[src/rtl/noise_pkg.sv]
// Shared constants, state encoding and arithmetic helpers for the noise table generator.
package noise_pkg;

    localparam logic [15:0] LFSR_TAPS    = 16'hB400;
    localparam logic [15:0] LFSR_DEFAULT = 16'hACE1;

    typedef logic [1:0] state_t;
    localparam state_t IDLE  = 2'd0;
    localparam state_t LOAD  = 2'd1;
    localparam state_t READY = 2'd2;

    // Adds two sign-extended operands and clamps to the signed range of a w-bit result.
    function automatic logic signed [31:0] sat_add(input logic signed [31:0] a,
                                                   input logic signed [31:0] b,
                                                   input int w);
        logic signed [31:0] sum;
        logic signed [31:0] hi;
        logic signed [31:0] lo;
        sum = a + b;
        hi  = (32'sd1 <<< (w - 1)) - 32'sd1;
        lo  = -(32'sd1 <<< (w - 1));
        if (sum > hi) begin
            return hi;
        end else if (sum < lo) begin
            return lo;
        end
        return sum;
    endfunction

endpackage

[src/rtl/noise_lfsr16.sv]
// 16-bit right-shifting Galois LFSR with seed load; a zero seed falls back to the default.
module noise_lfsr16
    import noise_pkg::*;
(
    input  logic        clk,
    input  logic        rstn,
    input  logic        seed_load,
    input  logic [15:0] seed,
    input  logic        advance,
    output logic [15:0] lfsr
);

    logic [15:0] lfsr_q;
    logic [15:0] lfsr_d;

    // NOTE: assigning a default before any branch keeps always_comb free of inferred latches.
    always_comb begin
        lfsr_d = lfsr_q;
        if (seed_load) begin
            lfsr_d = (seed == 16'h0000) ? LFSR_DEFAULT : seed;
        end else if (advance) begin
            lfsr_d = lfsr_q[0] ? ((lfsr_q >> 1) ^ LFSR_TAPS) : (lfsr_q >> 1);
        end
    end

    // NOTE: state registers use non-blocking assignments so every flop samples pre-edge values.
    always_ff @(posedge clk) begin
        if (!rstn) begin
            lfsr_q <= LFSR_DEFAULT;
        end else begin
            lfsr_q <= lfsr_d;
        end
    end

    assign lfsr = lfsr_q;

endmodule

[src/rtl/noise_table_gen.sv]
// Loads a noise table from wide memory words, then adds a scaled, LFSR-indexed
// table entry to each accepted sample with saturation.
module noise_table_gen
    import noise_pkg::*;
#(
    parameter int DATA_W = 8,
    parameter int MEM_W  = 64,
    parameter int DEPTH  = 128,
    parameter int ADDR_W = 8
) (
    input  logic              clk,
    input  logic              rstn,
    input  logic              start_load,
    output logic              mem_rd,
    output logic [ADDR_W-1:0] mem_addr,
    input  logic [MEM_W-1:0]  mem_data,
    output logic              done_wait,
    input  logic [15:0]       seed,
    input  logic              seed_load,
    input  logic [2:0]        shift,
    input  logic              en,
    input  logic [DATA_W-1:0] noise_in,
    input  logic              noise_in_valid,
    output logic [DATA_W-1:0] noise_out,
    output logic              noise_out_valid
);

    localparam int EPW   = MEM_W / DATA_W;
    localparam int WORDS = DEPTH / EPW;
    localparam int IDX_W = $clog2(DEPTH);
    localparam int CNT_W = $clog2(WORDS + 1);
    localparam logic [CNT_W-1:0] WORDS_C = CNT_W'(WORDS);
    localparam logic [CNT_W-1:0] LAST_C  = CNT_W'(WORDS - 1);

    state_t              state_q, state_d;
    logic [CNT_W-1:0]    iss_cnt_q, iss_cnt_d;
    logic [CNT_W-1:0]    cap_cnt_q, cap_cnt_d;
    logic                cap_valid_q, cap_valid_d;
    logic                mem_rd_q, mem_rd_d;
    logic [ADDR_W-1:0]   mem_addr_q, mem_addr_d;
    logic [DATA_W-1:0]   noise_out_q, noise_out_d;
    logic                noise_out_valid_q, noise_out_valid_d;

    logic signed [DATA_W-1:0] table_q [DEPTH];
    logic signed [DATA_W-1:0] tab_val;
    logic signed [DATA_W-1:0] noise_n;
    logic [15:0]              lfsr;
    logic                     accept;
    logic                     unused_lfsr_hi;

    assign accept = (state_q == READY) && en && noise_in_valid;

    noise_lfsr16 u_lfsr (
        .clk       (clk),
        .rstn      (rstn),
        .seed_load (seed_load),
        .seed      (seed),
        .advance   (accept),
        .lfsr      (lfsr)
    );

    assign unused_lfsr_hi = ^lfsr[15:IDX_W];

    // Reads are issued one cycle after entering LOAD; each word lands one cycle after
    // its read and is written the following edge, so capture trails issue by two.
    always_comb begin
        state_d     = state_q;
        iss_cnt_d   = iss_cnt_q;
        cap_cnt_d   = cap_cnt_q;
        cap_valid_d = mem_rd_q;
        mem_rd_d    = 1'b0;
        mem_addr_d  = '0;
        case (state_q)
            IDLE, READY: begin
                if (start_load) begin
                    state_d   = LOAD;
                    iss_cnt_d = '0;
                    cap_cnt_d = '0;
                end
            end
            LOAD: begin
                if (iss_cnt_q != WORDS_C) begin
                    mem_rd_d   = 1'b1;
                    mem_addr_d = ADDR_W'(iss_cnt_q);
                    iss_cnt_d  = iss_cnt_q + CNT_W'(1);
                end
                if (cap_valid_q) begin
                    cap_cnt_d = cap_cnt_q + CNT_W'(1);
                    if (cap_cnt_q == LAST_C) begin
                        state_d = READY;
                    end
                end
            end
            default: state_d = IDLE;
        endcase
    end

    always_comb begin
        tab_val           = table_q[lfsr[IDX_W-1:0]];
        noise_n           = tab_val >>> shift;
        noise_out_d       = noise_out_q;
        noise_out_valid_d = accept;
        if (accept) begin
            noise_out_d = DATA_W'(sat_add(32'($signed(noise_in)), 32'(noise_n), DATA_W));
        end
    end

    always_ff @(posedge clk) begin
        if (!rstn) begin
            state_q           <= IDLE;
            iss_cnt_q         <= '0;
            cap_cnt_q         <= '0;
            cap_valid_q       <= 1'b0;
            mem_rd_q          <= 1'b0;
            mem_addr_q        <= '0;
            noise_out_q       <= '0;
            noise_out_valid_q <= 1'b0;
        end else begin
            state_q           <= state_d;
            iss_cnt_q         <= iss_cnt_d;
            cap_cnt_q         <= cap_cnt_d;
            cap_valid_q       <= cap_valid_d;
            mem_rd_q          <= mem_rd_d;
            mem_addr_q        <= mem_addr_d;
            noise_out_q       <= noise_out_d;
            noise_out_valid_q <= noise_out_valid_d;
        end
    end

    // NOTE: the table is left out of reset; it is always fully rewritten before use.
    always_ff @(posedge clk) begin
        if (rstn && state_q == LOAD && cap_valid_q) begin
            for (int b = 0; b < EPW; b++) begin
                table_q[IDX_W'(int'(cap_cnt_q) * EPW + b)] <= mem_data[b*DATA_W +: DATA_W];
            end
        end
    end

    assign mem_rd          = mem_rd_q;
    assign mem_addr        = mem_addr_q;
    assign done_wait       = (state_q == READY);
    assign noise_out       = noise_out_q;
    assign noise_out_valid = noise_out_valid_q;

endmodule

[config.mk]
export PLATFORM = sky130hd
export DESIGN_NAME = noise_table_gen
export DESIGN_NICKNAME = d
export VERILOG_FILES = /design/src/rtl/noise_pkg.sv /design/src/rtl/noise_lfsr16.sv /design/src/rtl/noise_table_gen.sv
export SDC_FILE = /design/constraint.sdc
export NUM_CORES = 1
export LEC_CHECK = 0
export BUFFER_PORTS_ARGS = -buffer_cell sky130_fd_sc_hd__buf_2
export CAP_MARGIN = 20
export CELL_PAD_IN_SITES_DETAIL_PLACEMENT = 2
export CELL_PAD_IN_SITES_GLOBAL_PLACEMENT = 2
export CORE_MARGIN = 4
export CORE_UTILIZATION = 46
export CTS_BUF_LIST = sky130_fd_sc_hd__clkbuf_8
export DETAILED_ROUTE_END_ITERATION = 6
export PLACE_DENSITY = 0.86
export SETUP_SLACK_MARGIN = 0.2
export SYNTH_ARGS = -nofsm -noshare
export SYNTH_HDL_FRONTEND = slang
export SYNTH_SLANG_ARGS = --single-unit
[constraint.sdc]
create_clock -name clk -period 6.2 [get_ports clk]
set_input_delay 0.93 -clock clk [delete_from_list [all_inputs] [get_ports clk]]
set_output_delay 0.93 -clock clk [all_outputs]
set_load 0.05 [all_outputs]
---- Word level (Yosys, flattened, before mapping) ----
Memories as Yosys holds them, arrays and structs flattened. A register that Yosys moved wholly into a read port is not among the register bits.
Index checks and enable logic that the tools add are counted.
storage, ports and cells
  register bits ........................... 47
  bits in writable memories ............... 1024
  bits of input ports ..................... 97
  output and inout port bits .............. 19
  word-level logic and storage cells ...... 71
  memories kept ........................... 1
operators by class
  $add $sub $neg .......................... 10
  magnitude comparators ................... 2
  equal/unequal tests ..................... 8
  shifts and indexed selects .............. 1
  multiplexer cells ....................... 24
  bitwise operators ....................... 1
  reductions and logical operators ........ 14
memory list
  name     depth  width  rd ports  clocked after Yosys merged registers in  wr ports  RTL line               text
  table_q  128    8      1         1                                        8         noise_table_gen.sv:44  logic signed [DATA_W-1:0] table_q [DEPTH];
operators with widths
  cell                                                           number
  two-way mux 16 bit                                             4
  adder 7 x 3 -> 7 bit, second input constant                    4
  two-way mux 8 bit                                              3
  one-hot mux 5 bit (2 select lines)                             2
  logical NOT 16 bit                                             1
  two-way mux 5 bit                                              3
  adder 7 x 2 -> 7 bit, second input constant                    2
  two-way mux 7 bit                                              2
  AND reduction 3 bit                                            4
  adder 5 x 1 -> 5 bit, second input constant                    2
  adder 8 x 8 -> 9 bit                                           1
  greater-than comparator 9 x 8 -> 1 bit, second input constant  1
  < comparator 9 x 8 -> 1 bit, second input constant             1
  != test 2 bit, second input constant                           4
  >>> shifter 8 x 3 -> 8 bit                                     1
  adder 7 x 1 -> 7 bit, second input constant                    1
  two-way mux 1 bit                                              6
  two-way mux 2 bit                                              3
  == test 5 x 4 -> 1 bit, second input constant                  1
  != test 5 bit, second input constant                           1
  logical AND 1 bit                                              4
  NOT 3 -> 4 bit                                                 1
  one-hot mux 2 bit (2 select lines)                             1
  nonzero test 2 bit                                             2
  5 further kinds                                                5

---- Logic depth before layout (Yosys ltp) ----
  word-level depth ........................ 7
  depth in mapped cells ................... 24
  gate-level depth less buffers ........... 18

---- Modules after synthesis ----
Synthesis repeated with hierarchy kept, for this count alone.
unflattened totals
  cells, all modules ...................... 2211
  area total of the unflattened synthesis .. 42799.8 um2
modules (own cells, without submodules)
  module           times used  cells each  area an instance (um2)  sequential area each (um2)
  noise_table_gen  1           2116        41908.9                 31310.0
  noise_lfsr16     1           95          890.9                   320.3

---- Least setup slack after synthesis ----
Ideal clock, no wire load.
  kind .................................... input -> register
  from .................................... in rstn
  to ...................................... mem table_q[24][0], enable pin
  library setup time ...................... 0.565 ns
  arrival ................................. 5.582 ns
  required time ........................... 5.635 ns
  path slack .............................. 0.053 ns
  stages on the path ...................... 3
  buffers on the path ..................... 0
  cell sequence ........................... and3_1 -> nand2_1 -> nor3_1
RTL lines
  item         RTL line               text
  from (decl)  noise_table_gen.sv:12  input logic rstn,
  to (decl)    noise_table_gen.sv:44

==> flow_metrics.tcl <==
set metrics [dict create \
    synth-edff-count 1024 \
    synth.area.mux_share_pct 13.69 \
    drt_iter0_drc 4218 \
    fmax_mhz 163.3 \
    endpoint "noise_out[1]" \
    antenna_found_initial 8 \
    vias 27300 \
    tns_ns 0 \
    clkPwrFrac_pct 41.2 \
    synth-simple-area-share_pct 3.952 \
    wl_um 177100 \
    vdd_drop_max_uv 158.3 \
    post-route-period-util_pct 98.74 \
    cts.htree.levels 4 \
    cp_max_fo 35 \
    synth_adder_area_share_pct 0.6513 \
    grt_usage_pct 34.03 \
    place.port_buffers 112 \
    period_needed_ns 6.122 \
    netlist_instances 2214 \
    p_switching_mw 4.256 \
    p_int_mw 11.24 \
    clkLatencyLatePin_ns 0.92 \
    avgSynthCellArea_um2 19.26 \
    grt_pass1_vias 27850 \
    synthFlopType "edfxtp_1" \
    grt_setup_unrepaired "false" \
    io_pins 116 \
    slew_headroom_pct 23.60 \
    timing.final.ws_setup_ns 0.07789 \
    via_per_inst 6.992 \
    cts-root-buf "clkbuf_8" \
    grt_pass1_wl_um 233000 \
    ys_seq_area_share_pct 74.50 \
    layout-drive-gt1-share_pct 26.13 \
    postCtsHoldBufs 0 \
    async_reset_ff_share_pct 0 \
    post-route-drc-count 0 \
    worstSetupEndpointType "register" \
    total_power_mw 15.49 \
    drtAntennaViolNets 0 \
    hold_class "input port to register" \
    finalHoldViolCount 0 \
    numClockSinks 1075 \
    die_w_um 312.5 \
    synth_compound_area_share_pct 4.383 \
    p_comb_share_pct 7.4 \
    yosysWarnings 0 \
    die_area_mm2 0.09765 \
    synth_cell_types 79 \
    cts_tree "done" \
    place_ws_ns 0.1305 \
    syn_to_final_growth_pct 14.17 \
    coreArea_mm2 0.09180 \
    ff2ff_setup_slack_ns 0.08 \
    synth_xor_area_share_pct 0.2875 \
    place_congestion 0.8407 \
    sw_frac_of_total_pct 27.47 \
    start_util_pct 46.46 \
    n_fill_cell 7789 \
    clockBufferDepth 3 \
    ff2ff_path_depth 20 \
    r2r_end "noise_out[1]" \
    leakagePower_nw 16.07 \
    ys_ff_latch 1075 \
    wl_per_cell_um 45.35 \
    pwr_density_cell_mw_per_mm2 318.2 \
    drv_slew 0 \
    max_slew.worst_pin.slew_ns 1.146 \
    netlist_area_mm2 0.04265 \
    status "complete, no violations" \
    finalClockSkew_ns 0.07183 \
    nets 2618 \
    critPathKind "register to register" \
    setup_viol 0 \
    grt_overflow_total 0 \
    die_y_um 312.5 \
    worst_ep_arrival_time_ns 6.89 \
    required_ns 6.96 \
    hpwlAfterDp_um 91470 \
    numCtsBuffers 178 \
    rows 111 \
    synth_top_family_by_area "multiplexers" \
    start_kind "register" \
    grt_max_degree 65 \
    drtPass1Iterations 5 \
    clk_pin_slew_worst_paths_ns 0.08 \
    max-cap-violations 0 \
    pwr-share-seq_pct 51.5 \
]
==> power groups by stage <==
stage	Clock (mW)	Sequential (mW)	Combinational, mW
4_1_cts	6.21	7.98	1.04
3_3_place_gp	0	8.13	0.879
6_report	6.38	7.97	1.14
5_1_grt	6.72	7.97	1.15
3_5_place_dp	0	8.14	0.970
2_1_floorplan	0	8.12	0.549
==> sequential cells by signal (all words and copies together), names as in the netlist, named ones only <==
name and flops:
table_q 1024, u_lfsr.lfsr 16, noise_out 8, cap_cnt_q 5, iss_cnt_q 5, mem_addr 5
state_q 2, cap_valid_q 1, mem_rd 1, noise_out_valid 1
==> metrics by stage <==
step / std cells / cell area, µm² / utilization [%] / hold slack (ns)
2_1_floorplan: 2216 / 42670 / - / 0.4860
3_3_place_gp: 3537 / 44750 / 48.75 / 0.4705
3_5_place_dp: 3538 / 44770 / 48.77 / 0.4769
4_1_cts: 3870 / 48160 / 52.46 / 0.2765
5_1_grt: 3900 / 48680 / 53.03 / 0.3137
6_report: 3904 / 48690 / 53.04 / 0.3502
==> layout by cell type (no fill, tap or decap), types with 10 or more instances in the layout <==
cell type,netlist,final
nand2_1,98,98
a211oi_1,13,12
nand4_1,14,14
o211ai_1,11,11
nor3_1,27,21
buf_12,15,16
mux2_2,11,11
edfxtp_1,1024,1024
nor2_1,84,70
clkinv_2,0,14
ha_1,15,15
clkbuf_8,0,185
o22ai_1,40,40
buf_4,22,90
a22oi_1,40,39
dfxtp_1,51,46
o21ai_0,32,30
nor2_4,0,12
nor2b_1,22,20
mux2i_1,145,144
a32oi_1,13,12
and3_1,10,10
a21oi_1,57,54
nand2b_1,12,11
buf_2,19,112
buf_16,0,10
and2_1,9,10
nand3_1,21,21
nor4_1,15,10
mux4_2,173,173
mux4_1,14,14
inv_1,20,83
clkinv_1,2,50
==> cell type report <==
type	count	area [µm²]	share of cell area [%]
antenna	9	22.52	0.04626
clock buffer	185	2546	5.229
clock inverter	142	716.9	1.472
inverter	22	86.33	0.1773
multi-input combinational	997	10110	20.76
sequential	1075	31790	65.28
tap	1243	1555	3.194
timing repair buffer	231	1866	3.832
==> per-layer routing <==
metal | track usage (%) | vias up | routed length (µm) | share of wire (%)
li1 | - | 9699 | - | -
met3 | 8.096 | 716 | 17630 | 10
met4 | 17.63 | 0 | 11880 | 6.7
met2 | 56.62 | 2591 | 85840 | 48
met5 | 0 | - | 0 | 0
met1 | 41.60 | 14290 | 61700 | 35
==> cells in the mapped netlist, types with 21 or more instances <==
cell type | number | area, µm²
a21oi_1 | 57 | 285.3
buf_4 | 22 | 165.2
o22ai_1 | 40 | 250.2
buf_6 | 23 | 259.0
nor2_1 | 84 | 315.3
nand3_1 | 21 | 105.1
mux2i_1 | 145 | 1451
mux4_2 | 173 | 3896
clkbuf_1 | 39 | 146.4
nand2_1 | 98 | 367.9
edfxtp_1 | 1024 | 30750
a22oi_1 | 40 | 300.3
nor3_1 | 27 | 135.1
dfxtp_1 | 51 | 1021
nor2b_1 | 22 | 137.6
o21ai_0 | 32 | 160.2
==> critical path: stages (launching register included) <==
cell and delay (ns):
dfxtp_4 0.52, buf_4 0.25, buf_12 0.29, mux2i_1 0.39, o22ai_1 0.19, nor4_1 0.62
a211oi_1 0.14, nor3_1 0.31, a21oi_1 0.15, o2bb2ai_2 0.36, o211ai_1 0.15, buf_4 0.20
ha_1 0.32, a21o_1 0.20, a21oi_2 0.32, o21bai_1 0.11, a21oi_1 0.32, o21ai_0 0.24
xnor2_2 0.44, maj3_1 0.33, a21oi_1 0.08
==> kinds of logic (layout without fill, tap and decap cells) <==
| group | after synthesis | in the layout |
|---|---|---|
| xor gates and xnor gates | 14 | 14 |
| adders and majority gates | 23 | 23 |
| AOI/OAI and AO/OA | 276 | 276 |
| other | 1 | 12 |
| DFF | 1075 | 1075 |
| buffers and inverters | 144 | 580 |
| muxes | 343 | 343 |
| and+or+nand+nor | 338 | 338 |
==> worst min-delay path by stage <==
stage	startpoint	end	slack, ns	cells after the start
6_report	seed[13]	u_lfsr.lfsr[13]	0.35	3
5_1_grt	seed[13]	u_lfsr.lfsr[13]	0.31	3
4_1_cts	seed[11]	u_lfsr.lfsr[11]	0.28	3
3_5_place_dp	mem_rd	cap_valid_q	0.48	1
3_3_place_gp	mem_rd	cap_valid_q	0.47	1
2_1_floorplan	iss_cnt_q[4]	mem_addr[4]	0.49	1
==> what timing repair did <==
item,CTS,global route
setup buffers,5,15
setup endpoints to repair,8,8
pin swaps,0,4
gates resized for setup,12,26
Power figures use the tool's default switching activity.
